==> config.mk <==
export PLATFORM = sky130hd
export DESIGN_NAME = addr_sweep_ctrl
export DESIGN_NICKNAME = d
export VERILOG_FILES = /design/src/rtl/addr_sweep_ctrl_pkg.sv /design/src/rtl/addr_sweep_ctrl_rr_arbiter2.sv /design/src/rtl/addr_sweep_ctrl.sv
export SDC_FILE = /design/constraint.sdc
export NUM_CORES = 1
export LEC_CHECK = 0
export BUFFER_PORTS_ARGS = -buffer_cell sky130_fd_sc_hd__buf_2
export CORE_MARGIN = 5
export CORE_UTILIZATION = 35
export CTS_CLUSTER_SIZE = 20
export DETAILED_ROUTE_END_ITERATION = 8
export PLACE_DENSITY = 0.53
export SYNTH_ARGS = -nofsm -noshare
export SYNTH_HDL_FRONTEND = slang
export SYNTH_SLANG_ARGS = --single-unit
==> constraint.sdc <==
create_clock -name clk -period 2.6 [get_ports clk]
set_input_delay 0.52 -clock clk [delete_from_list [all_inputs] [get_ports clk]]
set_output_delay 0.52 -clock clk [all_outputs]
set_load 0.05 [all_outputs]
==> src/rtl/addr_sweep_ctrl_pkg.sv <==
// Shared definitions for the address sweep controller: state encoding,
// default counter width and requester indices.
package addr_sweep_ctrl_pkg;

  localparam int CNT_WIDTH_DEF = 7;

  localparam int REQ_RD = 0;
  localparam int REQ_WR = 1;

  localparam logic [1:0] IDLE = 2'd0;
  localparam logic [1:0] RUN  = 2'd1;
  localparam logic [1:0] DONE = 2'd2;

  typedef enum logic [1:0] {
    S_IDLE = IDLE,
    S_RUN  = RUN,
    S_DONE = DONE
  } state_e;

endpackage

==> src/rtl/addr_sweep_ctrl_rr_arbiter2.sv <==
// Two-way round-robin arbiter: a lone request always wins, a tie goes to
// the requester named by the priority pointer. Purely combinational.
module rr_arbiter2
  import addr_sweep_ctrl_pkg::*;
(
  input  logic [1:0] req_i,
  input  logic       ptr_i,
  output logic [1:0] grant_o
);

  always_comb begin
    grant_o = 2'b00;
    case (req_i)
      2'b01:   grant_o[REQ_RD] = 1'b1;
      2'b10:   grant_o[REQ_WR] = 1'b1;
      2'b11: begin
        if (ptr_i) grant_o[REQ_WR] = 1'b1;
        else       grant_o[REQ_RD] = 1'b1;
      end
      default: grant_o = 2'b00;
    endcase
  end

endmodule

==> src/rtl/addr_sweep_ctrl.sv <==
// Sequences a shared address counter for two requesters: grants one at a
// time, enables the counter for exactly len beats, then clears it.
module addr_sweep_ctrl
  import addr_sweep_ctrl_pkg::*;
#(
  parameter int CNT_WIDTH = CNT_WIDTH_DEF
) (
  input  logic                 clk,
  input  logic                 rst_n,
  input  logic [1:0]           req_i,
  input  logic [CNT_WIDTH-1:0] len0_i,
  input  logic [CNT_WIDTH-1:0] len1_i,
  input  logic                 stall_i,
  output logic [1:0]           grant_o,
  output logic                 cnt_en_o,
  output logic                 cnt_clr_o,
  output logic [1:0]           done_o,
  output logic                 busy_o
);

  localparam logic [CNT_WIDTH-1:0] BEAT_ONE = CNT_WIDTH'(1);

  state_e               state_q, state_d;
  logic [1:0]           grant_q, grant_d;
  logic [CNT_WIDTH-1:0] len_q, len_d;
  logic [CNT_WIDTH-1:0] beat_q, beat_d;
  logic                 ptr_q, ptr_d;

  logic [1:0]           arb_grant;
  logic [CNT_WIDTH-1:0] len_sel;

  rr_arbiter2 u_arb (
    .req_i   (req_i),
    .ptr_i   (ptr_q),
    .grant_o (arb_grant)
  );

  assign len_sel = arb_grant[REQ_WR] ? len1_i : len0_i;

  always_ff @(posedge clk or negedge rst_n) begin
    if (!rst_n) begin
      state_q <= S_IDLE;
      grant_q <= 2'b00;
      len_q   <= '0;
      beat_q  <= '0;
      ptr_q   <= 1'b0;
    end else begin
      state_q <= state_d;
      grant_q <= grant_d;
      len_q   <= len_d;
      beat_q  <= beat_d;
      ptr_q   <= ptr_d;
    end
  end

  always_comb begin
    state_d   = state_q;
    grant_d   = grant_q;
    len_d     = len_q;
    beat_d    = beat_q;
    ptr_d     = ptr_q;
    cnt_en_o  = 1'b0;
    cnt_clr_o = 1'b0;
    done_o    = 2'b00;

    case (state_q)
      S_IDLE: begin
        if (|req_i) begin
          grant_d = arb_grant;
          len_d   = len_sel;
          beat_d  = '0;
          state_d = (len_sel != '0) ? S_RUN : S_DONE;
        end
      end
      S_RUN: begin
        cnt_en_o = !stall_i;
        if (cnt_en_o) begin
          beat_d = beat_q + BEAT_ONE;
          if (beat_q == len_q - BEAT_ONE) state_d = S_DONE;
        end
      end
      S_DONE: begin
        cnt_clr_o = 1'b1;
        done_o    = grant_q;
        grant_d   = 2'b00;
        // Favour the other requester next time a tie occurs.
        ptr_d     = ~grant_q[REQ_WR];
        state_d   = S_IDLE;
      end
      default: begin
        grant_d = 2'b00;
        state_d = S_IDLE;
      end
    endcase
  end

  assign grant_o = grant_q;
  assign busy_o  = (state_q != S_IDLE);

endmodule

==> results of run 1 <==
==> registers in the layout, indices dropped and copies added, names as in the netlist <==
name	cells
grant_o	2
len_q	7
ptr_q	1
beat_q	7
state_q	2
==> metrics by stage <==
step	area (sq um)	hold WS [ns]	power (mW)	worst slack [ns]	util (%)
after global placement	1310	0.478	1.25	0.520	42.6
after global routing	1340	0.163	1.53	0.360	43.5
after floorplan	1140	0.224	1.10	0.289	-
after detailed placement	1310	0.482	1.27	0.487	42.6
after CTS	1340	0.155	1.42	0.458	43.5
final	1340	0.151	1.40	0.469	43.5
==> area by class of cell <==
class	count	area (sq um)	share of cell area, %
multi-input cells	99	631	47.1
flip-flops and latches	19	475	35.5
repair buffers	26	133	9.90
well taps	44	55.1	4.11
clock buffers	3	22.5	1.68
inverters	5	18.8	1.40
clock inverters	1	5.00	0.373
==> per-layer routing <==
metal,part of all wire [%],global-route usage [%],vias to the layer above
met5,0,0,-
met4,1.1,5.32,0
met3,4.6,1.52,2
met2,46,20.1,19
met1,48,15.6,433
li1,-,-,495
==> synth_stat cells (all sizes together) <==
cell type / instances
o21ai: 10
a211oi: 1
and3: 2
dfrtp: 19
nor3b: 2
nor3: 6
buf: 2
nand3b: 1
nor4: 4
nand2: 13
clkbuf: 1
a22o: 1
nand2b: 3
or3: 1
a31o: 1
nand4: 2
ha: 2
or4: 2
mux2i: 8
mux2: 1
inv: 5
or2: 3
a311oi: 1
nor2: 15
o21a: 1
o211ai: 1
xnor2: 6
a21oi: 5
and2: 1
xor2: 6
==> worst paths after layout <==
kind | endpoint | cells past startpoint | startpoint | slack [ns]
worst max-delay path | state_q[0]$_DFFE_PN0P_ | 7 | len_q[0]$_DFFE_PN0P_ | 0.47
worst min-delay path | beat_q[0]$_DFFE_PN0P_ | 1 | rst_n | 0.15
worst max register to register | state_q[0]$_DFFE_PN0P_ | 7 | len_q[0]$_DFFE_PN0P_ | 0.47
worst min register to register | len_q[6]$_DFFE_PN0P_ | 2 | len_q[6]$_DFFE_PN0P_ | 0.53
max in group asynchronous | len_q[4]$_DFFE_PN0P_ | 1 | rst_n | 2.15
min in group clk | len_q[1]$_DFFE_PN0P_ | 3 | len1_i[1] | 0.52
==> kinds of logic (layout without fill, tap and decap cells) <==
family | Yosys count | count (layout) | share of synthesized area [%]
muxes | 9 | 9 | 8.02
buffers and inverters | 8 | 35 | 2.86
xor gates and xnor gates | 12 | 12 | 9.89
AOI/OAI and AO/OA | 21 | 21 | 10.9
DFF | 19 | 19 | 41.8
adders and majority gates | 2 | 2 | 2.20
and+or+nand+nor | 55 | 55 | 24.4
==> power by group <==
| group | total, mW | switching, mW | internal (mW) |
|---|---|---|---|
| clock | 0.143 | 0.0858 | 0.0571 |
| combinational | 0.707 | 0.411 | 0.296 |
| sequential | 0.548 | 0.142 | 0.406 |
==> layout by cell type, fill, tap and decap left out, types with 2 or more instances in the layout <==
cell	instances
dfrtp_1	19
mux2i_1	8
nand2_1	13
or4_1	2
o21ai_0	2
ha_1	2
nor2_1	15
clkbuf_4	3
nor3_1	6
a21oi_1	5
xnor2_1	5
buf_2	25
or2_1	2
o21ai_1	8
nand2b_1	3
xor2_1	6
nand4_1	2
and3_1	2
inv_1	4
nor4_1	4
==> impl_metrics.env, run 1 <==
export IMPL_cts_setup_buffers=0
export IMPL_critical_path_class="register to register"
export IMPL_netlist_top_cell_by_area="dfrtp_1"
export IMPL_ys_seq_elements=19
export IMPL_crit_buf_inv=1
export IMPL_die_height_um=67.0
export IMPL_crit_path_max_fanout=5
export IMPL_fillers=317
export IMPL_dieArea_sq_um=4490
export IMPL_areaGrowthSynthToFinish_pct=17.7
export IMPL_clk_latency_ns=0.29
export IMPL_track_usage_pct=12.1
export IMPL_coreArea_sq_um=3080
export IMPL_synth_seq_area_share_pct=41.8
export IMPL_rows=20
export IMPL_synth_top_area_share_pct=41.8
export IMPL_drt_pass1_iterations=4
export IMPL_syn_inst=126
export IMPL_crit_path_start_kind="register"
export IMPL_post_route_drc_count=0
export IMPL_post_route_period_util_pct=82.0
export IMPL_cp_arrival_ns=2.32
export IMPL_grt_pass1_vias=987
export IMPL_cp_slowest_cell="or4_1"
export IMPL_hold_violations=0
export IMPL_relSlewSlack_pct=67.4
export IMPL_critPathTopFamily="simple AND/OR/NAND/NOR gates"
export IMPL_rsz0062_at_grt="false"
export IMPL_cts_buffer_depth=2
export IMPL_drt_iter0_markers=22
export IMPL_path_clk_slew_ns=0.10
export IMPL_synth_warnings=0
export IMPL_wirelength_um=2440
export IMPL_clkSinkCount=19
export IMPL_timing_fmax_ghz=0.469
export IMPL_gp_congestion=0.732
export IMPL_max_cap_violations=0
export IMPL_gr_total_overflow=0
export IMPL_fin_tns_setup_ns=0
export IMPL_ctsRootBufferMaster="clkbuf_4"
export IMPL_dieWidth_um=67.0
export IMPL_grt_max_degree=20
export IMPL_nNetsFinal=175
export IMPL_skew_ns=0.00218
export IMPL_routed_via_count=949
export IMPL_avgViaCountPerCell=4.82
export IMPL_cts_tree="done"
export IMPL_cp_cell_sequence="inv_1 > ha_1 > xnor2_1 > or4_1 > nor4_1 > o211ai_1 > a31o_1"
export IMPL_cts_resized=0
export IMPL_syn_num_nets=147
export IMPL_diodes=0
export IMPL_critPathRequiredTime_ns=2.79
export IMPL_place_hpwl_um=1990
export IMPL_critPathMaxStageDelay_ns=0.46
export IMPL_vdd_ir_drop_max_mv=0.323
export IMPL_avgSynthCellArea_sq_um=9.04
export IMPL_yosys_top_cells_area="dfrtp_1 (42%), mux2i_1 (7.0%), nor2_1 (4.9%)"
export IMPL_io_buffer_count=25
export IMPL_hold_buffers=0
export IMPL_h_tree_depth=1
export IMPL_grt_pass1_wl_um=4230
export IMPL_setup_viol_count_final=0
export IMPL_power_density_nw_per_um2=1040
export IMPL_status="finished, final reports clean"
export IMPL_tightest_slew_ns=0.488
export IMPL_synth_distinct_cells=35
export IMPL_hp_class="input pin to asynchronous set/reset pin"
export IMPL_p_leak_nw=0.639
export IMPL_end_kind="register"
export IMPL_drive_gt1_share_pct=22.9
export IMPL_postRouteAntennaNets=0
export IMPL_start_util_pct=37.0
export IMPL_min_period_ns=2.13
export IMPL_final_max_slew_violation_count=0
export IMPL_io_pin_count=26
export IMPL_dp_cells=193
export IMPL_fin_cells=197
export IMPL_avgRoutedWirePerCell_um=12.4
export IMPL_cts_buffers=3
export IMPL_antenna_found_initial=0
export IMPL_netlist_area_sq_um=1140
Note: power is estimated with default switching activity, not from simulation.
==> run 2, diff against run 1 <==
Clock period 2.6 ns to 2.1 ns, I/O delays scaled along.
==> impl_metrics.env, run 2 (synthesis gave the netlist of run 1 again) <==
export IMPL_end_kind="register"
export IMPL_antenna_found_initial=0
export IMPL_drt_pass1_iterations=3
export IMPL_skew_ns=0.00347
export IMPL_clkSinkCount=19
export IMPL_post_route_drc_count=0
export IMPL_setup_viol_count_final=0
export IMPL_multi_input_area_sq_um=651
export IMPL_ctsRootBufferMaster="clkbuf_4"
export IMPL_status="finished, final reports clean"
export IMPL_cts_setup_buffers=0
export IMPL_drt_iter0_markers=18
export IMPL_vdd_ir_drop_max_mv=0.574
export IMPL_seq_area_sq_um=475
export IMPL_utilization_pct=45.4
export IMPL_drive_gt1_share_pct=27.2
export IMPL_hp_class="input pin to asynchronous set/reset pin"
export IMPL_hold_violations=0
export IMPL_place_ws_ns=0.0600
export IMPL_r2r_start="len_q[0]$_DFFE_PN0P_"
export IMPL_fillers=321
export IMPL_timing_fmax_ghz=0.494
export IMPL_io_pin_count=26
export IMPL_avgRoutedWirePerCell_um=12.5
export IMPL_reg2regPathDepth=7
export IMPL_track_usage_pct=12.9
export IMPL_cts_tree="done"
export IMPL_h_tree_depth=1
export IMPL_cp_arrival_ns=2.22
export IMPL_io_buffer_count=25
export IMPL_routed_via_count=971
export IMPL_relSlewSlack_pct=70.4
export IMPL_crit_path_max_fanout=2
export IMPL_rows=20
export IMPL_grt_max_degree=20
export IMPL_tightest_slew_ns=0.444
export IMPL_diodes=0
export IMPL_clk_latency_ns=0.30
export IMPL_place_hpwl_um=2070
export IMPL_min_period_ns=2.03
export IMPL_gr_total_overflow=0
export IMPL_coreArea_sq_um=3080
export IMPL_avgViaCountPerCell=4.81
export IMPL_ff2ff_setup_slack_ns=0.07
export IMPL_gp_congestion=0.733
export IMPL_wirelength_um=2530
export IMPL_top_regs="beat_q: 7 flops, len_q: 7 flops"
export IMPL_post_route_period_util_pct=96.4
export IMPL_die_height_um=67.0
export IMPL_rsz0062_at_grt="true"
export IMPL_p_leak_nw=0.666
export IMPL_dieWidth_um=67.0
export IMPL_final_common_cell="buf_2"
export IMPL_dieArea_sq_um=4490
export IMPL_path_clk_slew_ns=0.12
export IMPL_crit_path_start_kind="register"
export IMPL_final_max_slew_violation_count=0
export IMPL_cts_buffers=3
export IMPL_layout_common_cells="buf_2 (25), dfrtp_1 (19), nor2_1 (14), nand2_1 (13)"
export IMPL_areaGrowthSynthToFinish_pct=22.7
export IMPL_setup_ws_ns=0.0748
export IMPL_nNetsFinal=180
export IMPL_critical_path_class="register to register"
export IMPL_max_cap_violations=0
export IMPL_cts_buffer_depth=2
export IMPL_power_density_nw_per_um2=1320
export IMPL_start_util_pct=37.0
export IMPL_postRouteAntennaNets=0
export IMPL_grt_pass1_wl_um=4420
export IMPL_critPathRequiredTime_ns=2.30
export IMPL_r2r_end="state_q[0]$_DFFE_PN0P_"
export IMPL_grt_pass1_vias=954
run 2: changes by cell type in the layout (fill, tap and decap cells not counted), sizes merged:
cell / change
buf: +5
run 2: per-stage QoR:
stage / hold slack, ns / power (mW) / setup TNS [ns] / cell area, sq um / cells
after global routing: 0.0580 / 2.00 / -0.0408 / 1400 / 202
after CTS: 0.0522 / 1.85 / 0 / 1390 / 202
after floorplan: 0.124 / 1.38 / 0 / 1150 / 126
final: 0.0462 / 1.85 / 0 / 1400 / 202
after detailed placement: 0.393 / 1.66 / 0 / 1360 / 198
after global placement: 0.384 / 1.64 / 0 / 1360 / 198
run 2: timing repair:
action | in CTS | in global routing
endpoints found under the hold margin | 0 | 0
endpoints found under the setup margin | 0 | 1
hold buffers | 0 | 0
gates resized for setup | 0 | 1
run 2: worst max-delay path, stage by stage, from the launching register on:
cell and delay, ns:
dfrtp_1 0.36, inv_1 0.05, ha_1 0.30, xnor2_1 0.13, or4_1 0.49, nor4_2 0.22
o211ai_1 0.15, a31o_1 0.23
run 2: cell type report:
class | instances | area share [%]
multi-input cells | 99 | 46.6
flip-flops and latches | 19 | 34.0
repair buffers | 31 | 12.2
well taps | 44 | 3.94
clock buffers | 3 | 1.61
inverters | 5 | 1.34
clock inverters | 1 | 0.358
run 2: worst max-delay path by stage:
stage	start	end	slack, ns	cells after the start
2_1_floorplan	len_q[0]$_DFFE_PN0P_	state_q[0]$_DFFE_PN0P_	0.07	7
3_3_place_gp	len_q[0]$_DFFE_PN0P_	state_q[0]$_DFFE_PN0P_	0.1	7
3_5_place_dp	len_q[0]$_DFFE_PN0P_	state_q[0]$_DFFE_PN0P_	0.06	7
4_1_cts	len_q[0]$_DFFE_PN0P_	state_q[0]$_DFFE_PN0P_	0.04	7
5_1_grt	len_q[0]$_DFFE_PN0P_	state_q[0]$_DFFE_PN0P_	-0.04	7
6_report	len_q[0]$_DFFE_PN0P_	state_q[0]$_DFFE_PN0P_	0.07	7
run 2: metal layers:
layer  GRT usage, %  wire [um]  vias to the layer above
met5              0          0                        -
met4           6.84         34                        0
met3           1.35         90                        2
met2           19.8       1130                       19
met1           17.6       1270                      443
li1               -          -                      507
run 2: power breakdown:
group          internal [mW]  total, mW  switching (mW)
Sequential             0.502      0.636           0.134
Clock                 0.0709      0.191           0.120
Combinational          0.434       1.02           0.584
Total                   1.01       1.85           0.838
==> run 3, diff against run 2 <==
Settings changed: CORE_ASPECT_RATIO set to 0.5, TNS_END_PERCENT set to 1.
==> impl_metrics.env, run 3 (synthesis gave the netlist of run 1 again) <==
export IMPL_post_route_period_util_pct=97.0
export IMPL_drive_gt1_share_pct=28.0
export IMPL_clk_latency_ns=0.25
export IMPL_setup_ws_ns=0.0630
export IMPL_h_tree_depth=1
export IMPL_start_util_pct=37.1
export IMPL_final_common_cell="buf_2"
export IMPL_critPathTopFamily="simple AND/OR/NAND/NOR gates"
export IMPL_track_usage_pct=11.0
export IMPL_grt_pass1_wl_um=4060
export IMPL_drt_pass1_iterations=4
export IMPL_avgViaCountPerCell=4.95
export IMPL_crit_end="state_q[0]$_DFFE_PN0P_"
export IMPL_grt_max_degree=20
export IMPL_io_buffer_count=25
export IMPL_max_cap_violations=0
export IMPL_place_ws_ns=0.0122
export IMPL_crit_path_start_kind="register"
export IMPL_r2r_start="len_q[0]$_DFFE_PN0P_"
export IMPL_io_pin_count=26
export IMPL_postRouteAntennaNets=0
export IMPL_vdd_ir_drop_max_mv=0.612
export IMPL_cp_arrival_ns=2.19
export IMPL_antenna_found_initial=0
export IMPL_diodes=0
export IMPL_p_leak_nw=0.666
export IMPL_gp_congestion=0.740
export IMPL_crit_buf_inv=1
export IMPL_rsz0062_at_grt="true"
export IMPL_rows=14
export IMPL_cp_slowest_cell="or4_4"
export IMPL_nNetsFinal=179
export IMPL_wirelength_um=2510
export IMPL_grt_pass1_vias=846
export IMPL_place_hpwl_um=1970
export IMPL_tightest_slew_ns=0.444
export IMPL_die_height_um=50.3
export IMPL_gr_total_overflow=0
export IMPL_coreArea_sq_um=3070
export IMPL_critPathRequiredTime_ns=2.25
export IMPL_path_clk_slew_ns=0.07
export IMPL_final_max_slew_violation_count=0
export IMPL_r2r_end="state_q[0]$_DFFE_PN0P_"
export IMPL_fin_area_sq_um=1420
export IMPL_skew_ns=0.00404
export IMPL_crit_cells=7
export IMPL_top_regs="beat_q: 7 flops, len_q: 7 flops"
export IMPL_hold_violations=0
export IMPL_layout_common_cells="buf_2 (25), dfrtp_1 (19), nor2_1 (15), nand2_1 (13)"
export IMPL_relSlewSlack_pct=70.4
export IMPL_crit_path_max_fanout=2
export IMPL_status="finished, final reports clean"
export IMPL_setup_viol_count_final=0
export IMPL_cts_tree="done"
export IMPL_cts_buffers=3
export IMPL_ff2ff_setup_slack_ns=0.06
export IMPL_hp_class="input pin to asynchronous set/reset pin"
export IMPL_hold_buffers=0
export IMPL_crit_start="len_q[0]$_DFFE_PN0P_"
export IMPL_avgRoutedWirePerCell_um=12.7
export IMPL_end_kind="register"
export IMPL_dieWidth_um=90.7
export IMPL_reg2regPathDepth=7
export IMPL_placed_area_sq_um=1340
export IMPL_areaGrowthSynthToFinish_pct=24.6
export IMPL_power_density_nw_per_um2=1380
export IMPL_critPathMaxStageDelay_ns=0.50
export IMPL_post_route_drc_count=0
export IMPL_timing_fmax_ghz=0.491
export IMPL_ctsRootBufferMaster="clkbuf_8"
export IMPL_critical_path_class="register to register"
export IMPL_power_mw=1.96
export IMPL_cts_buffer_depth=2
export IMPL_drt_iter0_markers=58
export IMPL_min_period_ns=2.04
export IMPL_cp_cell_sequence="inv_2 > ha_4 > xnor2_1 > or4_4 > nor4_4 > o211ai_1 > a31o_1"
export IMPL_routed_via_count=976
export IMPL_cts_setup_buffers=0
export IMPL_clkSinkCount=19
export IMPL_dieArea_sq_um=4560
export IMPL_fillers=300
-- run 3: power by group --
group	internal, mW	switching (mW)	total [mW]
clock network	0.135	0.123	0.258
logic	0.455	0.587	1.04
registers	0.504	0.154	0.657
total	1.09	0.863	1.96
-- run 3: area by class of cell --
cell class / instances / area, sq um / area share, %
repair buffers: 30 / 163 / 11.5
well taps: 40 / 50.0 / 3.53
multi-input cells: 99 / 667 / 47.0
inverters: 5 / 18.8 / 1.32
flip-flops and latches: 19 / 475 / 33.5
clock buffers: 4 / 45.0 / 3.17
-- run 3: stage by stage --
stage / cells / hold slack [ns] / TNS (ns) / util (%)
2_1_floorplan: 126 / 0.124 / -0.117 / -
3_3_place_gp: 193 / 0.385 / 0 / 43.8
3_5_place_dp: 193 / 0.390 / 0 / 43.8
4_1_cts: 197 / 0.108 / 0 / 45.5
5_1_grt: 197 / 0.134 / -0.0325 / 46.3
6_report: 197 / 0.101 / 0 / 46.3
-- run 3: worst reg2reg max path: stages, from the launching register on --
cell	delay, ns
dfrtp_1	0.39
inv_2	0.07
ha_4	0.20
xnor2_1	0.12
or4_4	0.50
nor4_4	0.29
o211ai_1	0.16
a31o_1	0.20
-- run 3: worst min-delay path by stage --
stage / end / slack, ns
after global placement: beat_q[4]$_DFFE_PN0P_ / 0.39
after detailed placement: beat_q[3]$_DFFE_PN0P_ / 0.39
after floorplan: beat_q[0]$_DFFE_PN0P_ / 0.12
after CTS: len_q[1]$_DFFE_PN0P_ / 0.11
after global routing: len_q[1]$_DFFE_PN0P_ / 0.13
final: beat_q[3]$_DFFE_PN0P_ / 0.10
-- run 3: layer usage --
metal | GRT usage, % | part of all wire (%)
met5 | 0 | 0
met1 | 16.5 | 53
met4 | 2.97 | 0
met2 | 14.6 | 41
met3 | 4.18 | 5.5
-- run 3: repair_timing --
action	in CTS	in global routing
setup endpoints to repair	1	2
pin swaps	2	3
gates resized for setup	1	5
